==> src/rtl/pipe_hazard_pkg.sv <==
// Shared types for the pipeline hazard controller: the in-flight instruction
// record kept per stage and the "no forwarding" select value.
package pipe_hazard_pkg;

  // Widest register address the tracker can hold; narrower addresses are zero-extended.
  localparam int MAX_REG_ADDR_W = 8;
  localparam int FWD_REGFILE    = 0;

  typedef struct packed {
    logic                      valid;
    logic [MAX_REG_ADDR_W-1:0] rd;
    logic                      regwrite;
    logic                      is_load;
  } trk_entry_t;

endpackage

==> src/rtl/src_fwd_match.sv <==
// Priority match of one RF source register against the tracked stages,
// producing its forwarding select and a load-in-EX hit for interlocking.
module src_fwd_match
  import pipe_hazard_pkg::*;
#(
  parameter int NUM_STAGES = 3,
  parameter int SEL_W      = 2,
  parameter int ZERO_REG   = 31
) (
  input  logic [MAX_REG_ADDR_W-1:0]   src,
  input  logic                        src_used,
  input  trk_entry_t [NUM_STAGES-1:0] entries,
  output logic [SEL_W-1:0]            sel,
  output logic                        load_hit
);

  logic [NUM_STAGES-1:0] hit;

  always_comb begin
    for (int k = 0; k < NUM_STAGES; k++) begin
      hit[k] = src_used && (src != MAX_REG_ADDR_W'(ZERO_REG)) &&
               entries[k].valid && entries[k].regwrite && (entries[k].rd == src);
    end
  end

  // Walk from the oldest stage down so the youngest producer wins; a load
  // still in EX has no data yet and is left to the interlock instead.
  always_comb begin
    sel = SEL_W'(FWD_REGFILE);
    for (int k = NUM_STAGES - 1; k >= 0; k--) begin
      if (hit[k] && !(k == 0 && entries[k].is_load)) begin
        sel = SEL_W'(k + 1);
      end
    end
  end

  assign load_hit = hit[0] && entries[0].is_load;

endmodule

==> src/rtl/pipe_hazard_ctrl.sv <==
// Hazard unit for a short in-order pipeline: tracks in-flight destinations,
// drives forwarding selects, load-use interlock, branch squash and memory freeze.
module pipe_hazard_ctrl
  import pipe_hazard_pkg::*;
#(
  parameter int REG_ADDR_W = 5,
  parameter int NUM_STAGES = 3,
  parameter int DELAY_SLOT = 1,
  parameter int ZERO_REG   = 31
) (
  input  logic                              clk,
  input  logic                              reset,
  input  logic                              id_valid,
  input  logic [REG_ADDR_W-1:0]             id_rn,
  input  logic [REG_ADDR_W-1:0]             id_rm,
  input  logic                              id_rn_used,
  input  logic                              id_rm_used,
  input  logic [REG_ADDR_W-1:0]             id_rd,
  input  logic                              id_regwrite,
  input  logic                              id_is_load,
  input  logic                              id_br_taken,
  input  logic                              mem_busy,
  output logic                              stall_if,
  output logic                              bubble_ex,
  output logic                              flush_rf,
  output logic                              pipe_freeze,
  output logic [$clog2(NUM_STAGES+1)-1:0]   fwd_a_sel,
  output logic [$clog2(NUM_STAGES+1)-1:0]   fwd_b_sel,
  output logic [31:0]                       stall_cycles
);

  localparam int SEL_W = $clog2(NUM_STAGES + 1);

  trk_entry_t [NUM_STAGES-1:0] tracker;
  trk_entry_t                  new_entry;
  logic [SEL_W-1:0]            sel_a, sel_b;
  logic                        load_hit_a, load_hit_b;
  logic                        load_use;

  src_fwd_match #(.NUM_STAGES(NUM_STAGES), .SEL_W(SEL_W), .ZERO_REG(ZERO_REG)) u_match_a (
    .src      (MAX_REG_ADDR_W'(id_rn)),
    .src_used (id_rn_used),
    .entries  (tracker),
    .sel      (sel_a),
    .load_hit (load_hit_a)
  );

  src_fwd_match #(.NUM_STAGES(NUM_STAGES), .SEL_W(SEL_W), .ZERO_REG(ZERO_REG)) u_match_b (
    .src      (MAX_REG_ADDR_W'(id_rm)),
    .src_used (id_rm_used),
    .entries  (tracker),
    .sel      (sel_b),
    .load_hit (load_hit_b)
  );

  assign load_use = id_valid && (load_hit_a || load_hit_b);

  // Reset gates everything; a memory wait outranks the interlock and branches.
  always_comb begin
    stall_if    = 1'b0;
    bubble_ex   = 1'b0;
    flush_rf    = 1'b0;
    pipe_freeze = 1'b0;
    fwd_a_sel   = SEL_W'(FWD_REGFILE);
    fwd_b_sel   = SEL_W'(FWD_REGFILE);
    if (!reset) begin
      if (id_valid) begin
        fwd_a_sel = sel_a;
        fwd_b_sel = sel_b;
      end
      if (mem_busy) begin
        pipe_freeze = 1'b1;
        stall_if    = 1'b1;
      end else begin
        stall_if  = load_use;
        bubble_ex = load_use;
        flush_rf  = (DELAY_SLOT == 0) && id_valid && id_br_taken && !load_use;
      end
    end
  end

  always_comb begin
    new_entry = '0;
    if (id_valid && !bubble_ex) begin
      new_entry.valid    = 1'b1;
      new_entry.rd       = MAX_REG_ADDR_W'(id_rd);
      new_entry.regwrite = id_regwrite;
      new_entry.is_load  = id_is_load;
    end
  end

  always_ff @(posedge clk) begin
    if (reset) begin
      tracker <= '0;
    end else if (!mem_busy) begin
      for (int k = NUM_STAGES - 1; k > 0; k--) begin
        tracker[k] <= tracker[k-1];
      end
      tracker[0] <= new_entry;
    end
  end

  always_ff @(posedge clk) begin
    if (reset) begin
      stall_cycles <= 32'd0;
    end else if (stall_if && (stall_cycles != 32'hFFFF_FFFF)) begin
      stall_cycles <= stall_cycles + 32'd1;
    end
  end

endmodule

==> config.mk <==
export PLATFORM = sky130hd
export DESIGN_NAME = pipe_hazard_ctrl
export DESIGN_NICKNAME = d
export VERILOG_FILES = /design/src/rtl/pipe_hazard_pkg.sv /design/src/rtl/src_fwd_match.sv /design/src/rtl/pipe_hazard_ctrl.sv
export SDC_FILE = /design/constraint.sdc
export NUM_CORES = 1
export LEC_CHECK = 0
export CORE_MARGIN = 5
export CORE_UTILIZATION = 50
export DETAILED_ROUTE_END_ITERATION = 6
export PLACE_DENSITY = 0.82
export SLEW_MARGIN = 10
export SYNTH_ARGS = -nofsm -noshare
export SYNTH_HDL_FRONTEND = slang
export SYNTH_SLANG_ARGS = --single-unit
==> constraint.sdc <==
create_clock -name clk -period 2.3 [get_ports clk]
set_input_delay 0.23 -clock clk [delete_from_list [all_inputs] [get_ports clk]]
set_output_delay 0.23 -clock clk [all_outputs]
set_load 0.05 [all_outputs]
==> results.py <==
metrics = {
    "global_routing": {
        "grt_max_degree": 50,
        "overflow": 0,
        "grt_use_total": 0.2524,
        "grt_pass1_wl_um": 18030,
        "antenna_found_initial": 0,
        "grt_pass1_vias": 3797,
    },
    "power_and_ir_drop": {
        "pwr-share-clk": 0.314,
        "swShare": 0.3074,
        "intPower_uw": 1486,
        "pwr-share-seq": 0.472,
        "power.share.combinational": 0.214,
        "vdd_drop_max_mv": 0.2835,
        "total_power_uw": 2146,
        "p_switching_uw": 659.7,
        "p_leak_uw": 0.001818,
        "power_density_nw_per_um2": 434.3,
    },
    "final_layout": {
        "finalNonFillerCells": 644,
        "diodes": 0,
        "synthToLayoutAreaGrowth_pct": 40.38,
        "drive_gt1_frac": 0.2336,
        "fill_cells": 493,
        "layout.nets": 572,
    },
    "synthesis": {
        "yosysSeqAreaShare": 0.3071,
        "synthesis.area_um2": 3520,
        "synth_fp_nets": 468,
        "synth_top_family_by_area": "simple AND/OR/NAND/NOR gates",
        "synth-simple-area-share": 0.3221,
        "synthAdderAreaFrac": 0.003555,
        "ys.flop_type": "dfxtp_1",
        "ys_types": 59,
        "synth_edf_count": 0,
        "ys_seq_elements": 54,
        "synth_xor_area_frac": 0.07465,
        "avgSynthCellArea_um2": 7.945,
        "synthMuxAreaShare": 0.07288,
        "netlist_instances": 443,
        "ys.warnings.count": 0,
        "async_flop_share": 0,
        "synth_compound_area_frac": 0.1774,
    },
    "status": {
        "status": "complete, but fails checks",
        "violations": "setup timing",
    },
    "floorplanning": {
        "dieArea_um2": 8817,
        "initial_core_util": 0.5152,
        "core_um2": 6832,
        "die_h_um": 93.90,
        "die_w_um": 93.90,
        "boundaryPins": 64,
        "std_cell_rows": 30,
    },
    "clock_network": {
        "cts_tree": "built",
        "clk_pin_slew_ns": 0.10,
        "clkSinkCount": 54,
        "clock_latency_ns": 0.32,
        "h-tree-depth": 2,
        "cts_made_buffers": 5,
        "hold_buffers": 0,
        "cts_buffer_depth": 2,
        "root_buffer": "clkbuf_8",
    },
    "critical_path": {
        "critPathSlowestCell": "or4_4",
        "timing.critical_path.buf_inv": 2,
        "cpLargestDelayFamily": "simple AND/OR/NAND/NOR gates",
        "critical_path_class": "flip-flop to primary output",
        "arrival_ns": 2.14,
        "required_ns": 2.07,
        "max_stage_delay_ns": 0.51,
        "start_kind": "flip-flop",
        "cp_max_fo": 13,
        "crit_chain": "xnor2_2, nand4_1, or4_4, a21o_1, buf_6, nor2_4, buf_12",
        "end_kind": "primary output",
    },
    "sta": {
        "slew_violations": 0,
        "fin_skew_ns": 0.005043,
        "fmax_mhz": 421.2,
        "worst_slew_pin_slew_ns": 0.7226,
        "rsz0062_at_grt": "true",
        "min_period_ns": 2.374,
        "whs_ns": 0.3036,
        "setup_slack_ns": -0.07410,
        "fin_setup_tns_ns": -0.1974,
        "finalSetupViolCount": 4,
        "min_period_over_period": 1.032,
        "hold_viol_final": 0,
        "slew_headroom": 0.5156,
    },
    "routing": {
        "via_count": 4024,
        "wl_per_cell_um": 17.68,
        "drtIter0Drc": 355,
        "drc_errors": 0,
        "wl_um": 11390,
        "postRouteAntennaNets": 0,
        "viasPerCell": 6.248,
        "detail_route.first_pass.iterations": 5,
    },
    "placed_design": {
        "hpwl_um": 7802,
        "pre_cts_slack_ns": -0.3384,
        "portBuffers": 61,
        "dp.cells": 629,
        "place_congestion": 0.9021,
    },
    "min_path": {
        "hold_path_class": "input pin to flip-flop",
    },
    "run": {
        "drv_cap": 0,
    },
}
-- power by group through the flow --
stage | Combinational, uW | Clock, uW | Sequential, uW
final | 459 | 673 | 1010
after global routing | 485 | 716 | 1020
after CTS | 449 | 675 | 1010
after detailed placement | 437 | 0 | 1030
after global placement | 428 | 0 | 1030
after floorplan | 162 | 0 | 1120
-- area by class of cell --
class                   instances  area [um2]  share of cell area
flip-flops and latches         54        1114              0.2254
well taps                      96       120.1             0.02431
clock buffers                   5       68.82             0.01393
clock inverters                 3       45.04            0.009116
inverters                       9       33.78            0.006837
multi-input cells             353        2409              0.4875
repair buffers                124        1151              0.2330
-- synthesized netlist by cell type, types with 4 or more instances --
cell type | instances | area, um2
nor2_1 | 38 | 142.6
a211oi_1 | 4 | 30.03
nand2_1 | 43 | 161.4
or4_1 | 6 | 45.04
a31oi_1 | 5 | 31.28
o211ai_1 | 6 | 45.04
clkbuf_1 | 18 | 67.56
and4_1 | 8 | 70.07
o311ai_0 | 9 | 78.83
nor2b_1 | 9 | 56.30
nand3_1 | 36 | 180.2
xnor2_1 | 28 | 245.2
buf_2 | 5 | 25.02
a22o_1 | 7 | 61.31
inv_1 | 9 | 33.78
mux2_1 | 4 | 45.04
or3_1 | 9 | 56.30
nor3_1 | 11 | 55.05
a21oi_1 | 21 | 105.1
nor4_1 | 12 | 75.07
nand4_1 | 20 | 125.1
and3_1 | 6 | 37.54
dfxtp_1 | 54 | 1081
mux2i_1 | 20 | 200.2
-- worst reg2reg max path, cell delays in order (launching register included) --
cell,delay [ns]
dfxtp_4,0.39
xnor2_2,0.18
nand4_1,0.11
or4_4,0.51
a21o_1,0.21
buf_4,0.16
a2111oi_2,0.33
mux2_1,0.35
-- state kept, by name, summed over array words and instances, names as in the netlist --
name          cells
tracker          22
stall_cycles     32
-- metrics by stage --
step / utilization / area [um2]
after floorplan: - / 3540
after global placement: 0.6780 / 4632
after detailed placement: 0.6780 / 4632
after CTS: 0.7156 / 4888
after global routing: 0.7233 / 4941
final: 0.7233 / 4941
-- cell families (layout without fill, tap and decap cells) --
family          after synthesis  after routing
compound gates               85             85
mux                          25             25
xor+xnor                     30             30
buf+inv                      36            141
simple gates                211            211
other cells                   1              1
flops                        54             54
fa+ha+maj                     1              1
-- cells in the final DEF (no fill, tap or decap), types with 3 or more instances in the layout --
| cell type | Yosys | routed |
|---|---|---|
| a21oi_1 | 21 | 18 |
| nor2_1 | 38 | 31 |
| a211oi_1 | 4 | 4 |
| nor2_4 | 0 | 4 |
| o221a_2 | 3 | 3 |
| o211ai_1 | 6 | 6 |
| nand3_1 | 36 | 36 |
| and3_1 | 6 | 6 |
| mux2i_1 | 20 | 20 |
| buf_6 | 0 | 7 |
| nor3_1 | 11 | 9 |
| dfxtp_2 | 0 | 14 |
| dfxtp_1 | 54 | 36 |
| nor2b_1 | 9 | 9 |
| a31oi_1 | 5 | 5 |
| dfxtp_4 | 0 | 4 |
| buf_4 | 1 | 57 |
| nand4_1 | 20 | 20 |
| o311ai_0 | 9 | 9 |
| clkbuf_8 | 0 | 5 |
| o21ai_0 | 3 | 3 |
| nand2_1 | 43 | 43 |
| nor2_2 | 0 | 3 |
| buf_12 | 0 | 6 |
| a21oi_2 | 0 | 3 |
| mux2_1 | 4 | 4 |
| nor4_1 | 12 | 12 |
| a21o_1 | 3 | 3 |
| o21ai_1 | 3 | 3 |
| inv_1 | 9 | 8 |
| xnor2_2 | 0 | 7 |
| or3_1 | 9 | 9 |
| and4_1 | 8 | 8 |
| dlygate4sd2_1 | 0 | 9 |
| or4_1 | 6 | 6 |
| clkdlybuf4s50_1 | 0 | 44 |
| a22o_1 | 7 | 7 |
| xnor2_1 | 28 | 21 |
| o221ai_1 | 3 | 3 |
-- layer usage --
metal,track usage,up-vias,share of wire
li1,-,1893,-
met1,0.3055,1881,0.39
met2,0.4506,222,0.51
met3,0.04247,28,0.079
met4,0.08183,0,0.020
met5,0,-,0
-- path summary, 6_finish.rpt --
path / startpoint / end / slack [ns] / depth (start not counted)
min: reset / stall_cycles[16] / 0.30 / 3
max reg2reg: tracker[5] / stall_cycles[26] / -0.04 / 7
min reg2reg: stall_cycles[0] / stall_cycles[0] / 0.48 / 1
max: tracker[5] / bubble_ex / -0.07 / 7
-- what timing repair did --
action | 4_1_cts | 5_1_grt
setup buffers | 7 | 0
resized for setup | 36 | 12
setup endpoints to repair | 7 | 18
pin swaps | 13 | 8
Note: power is estimated with default switching activity, not from simulation.
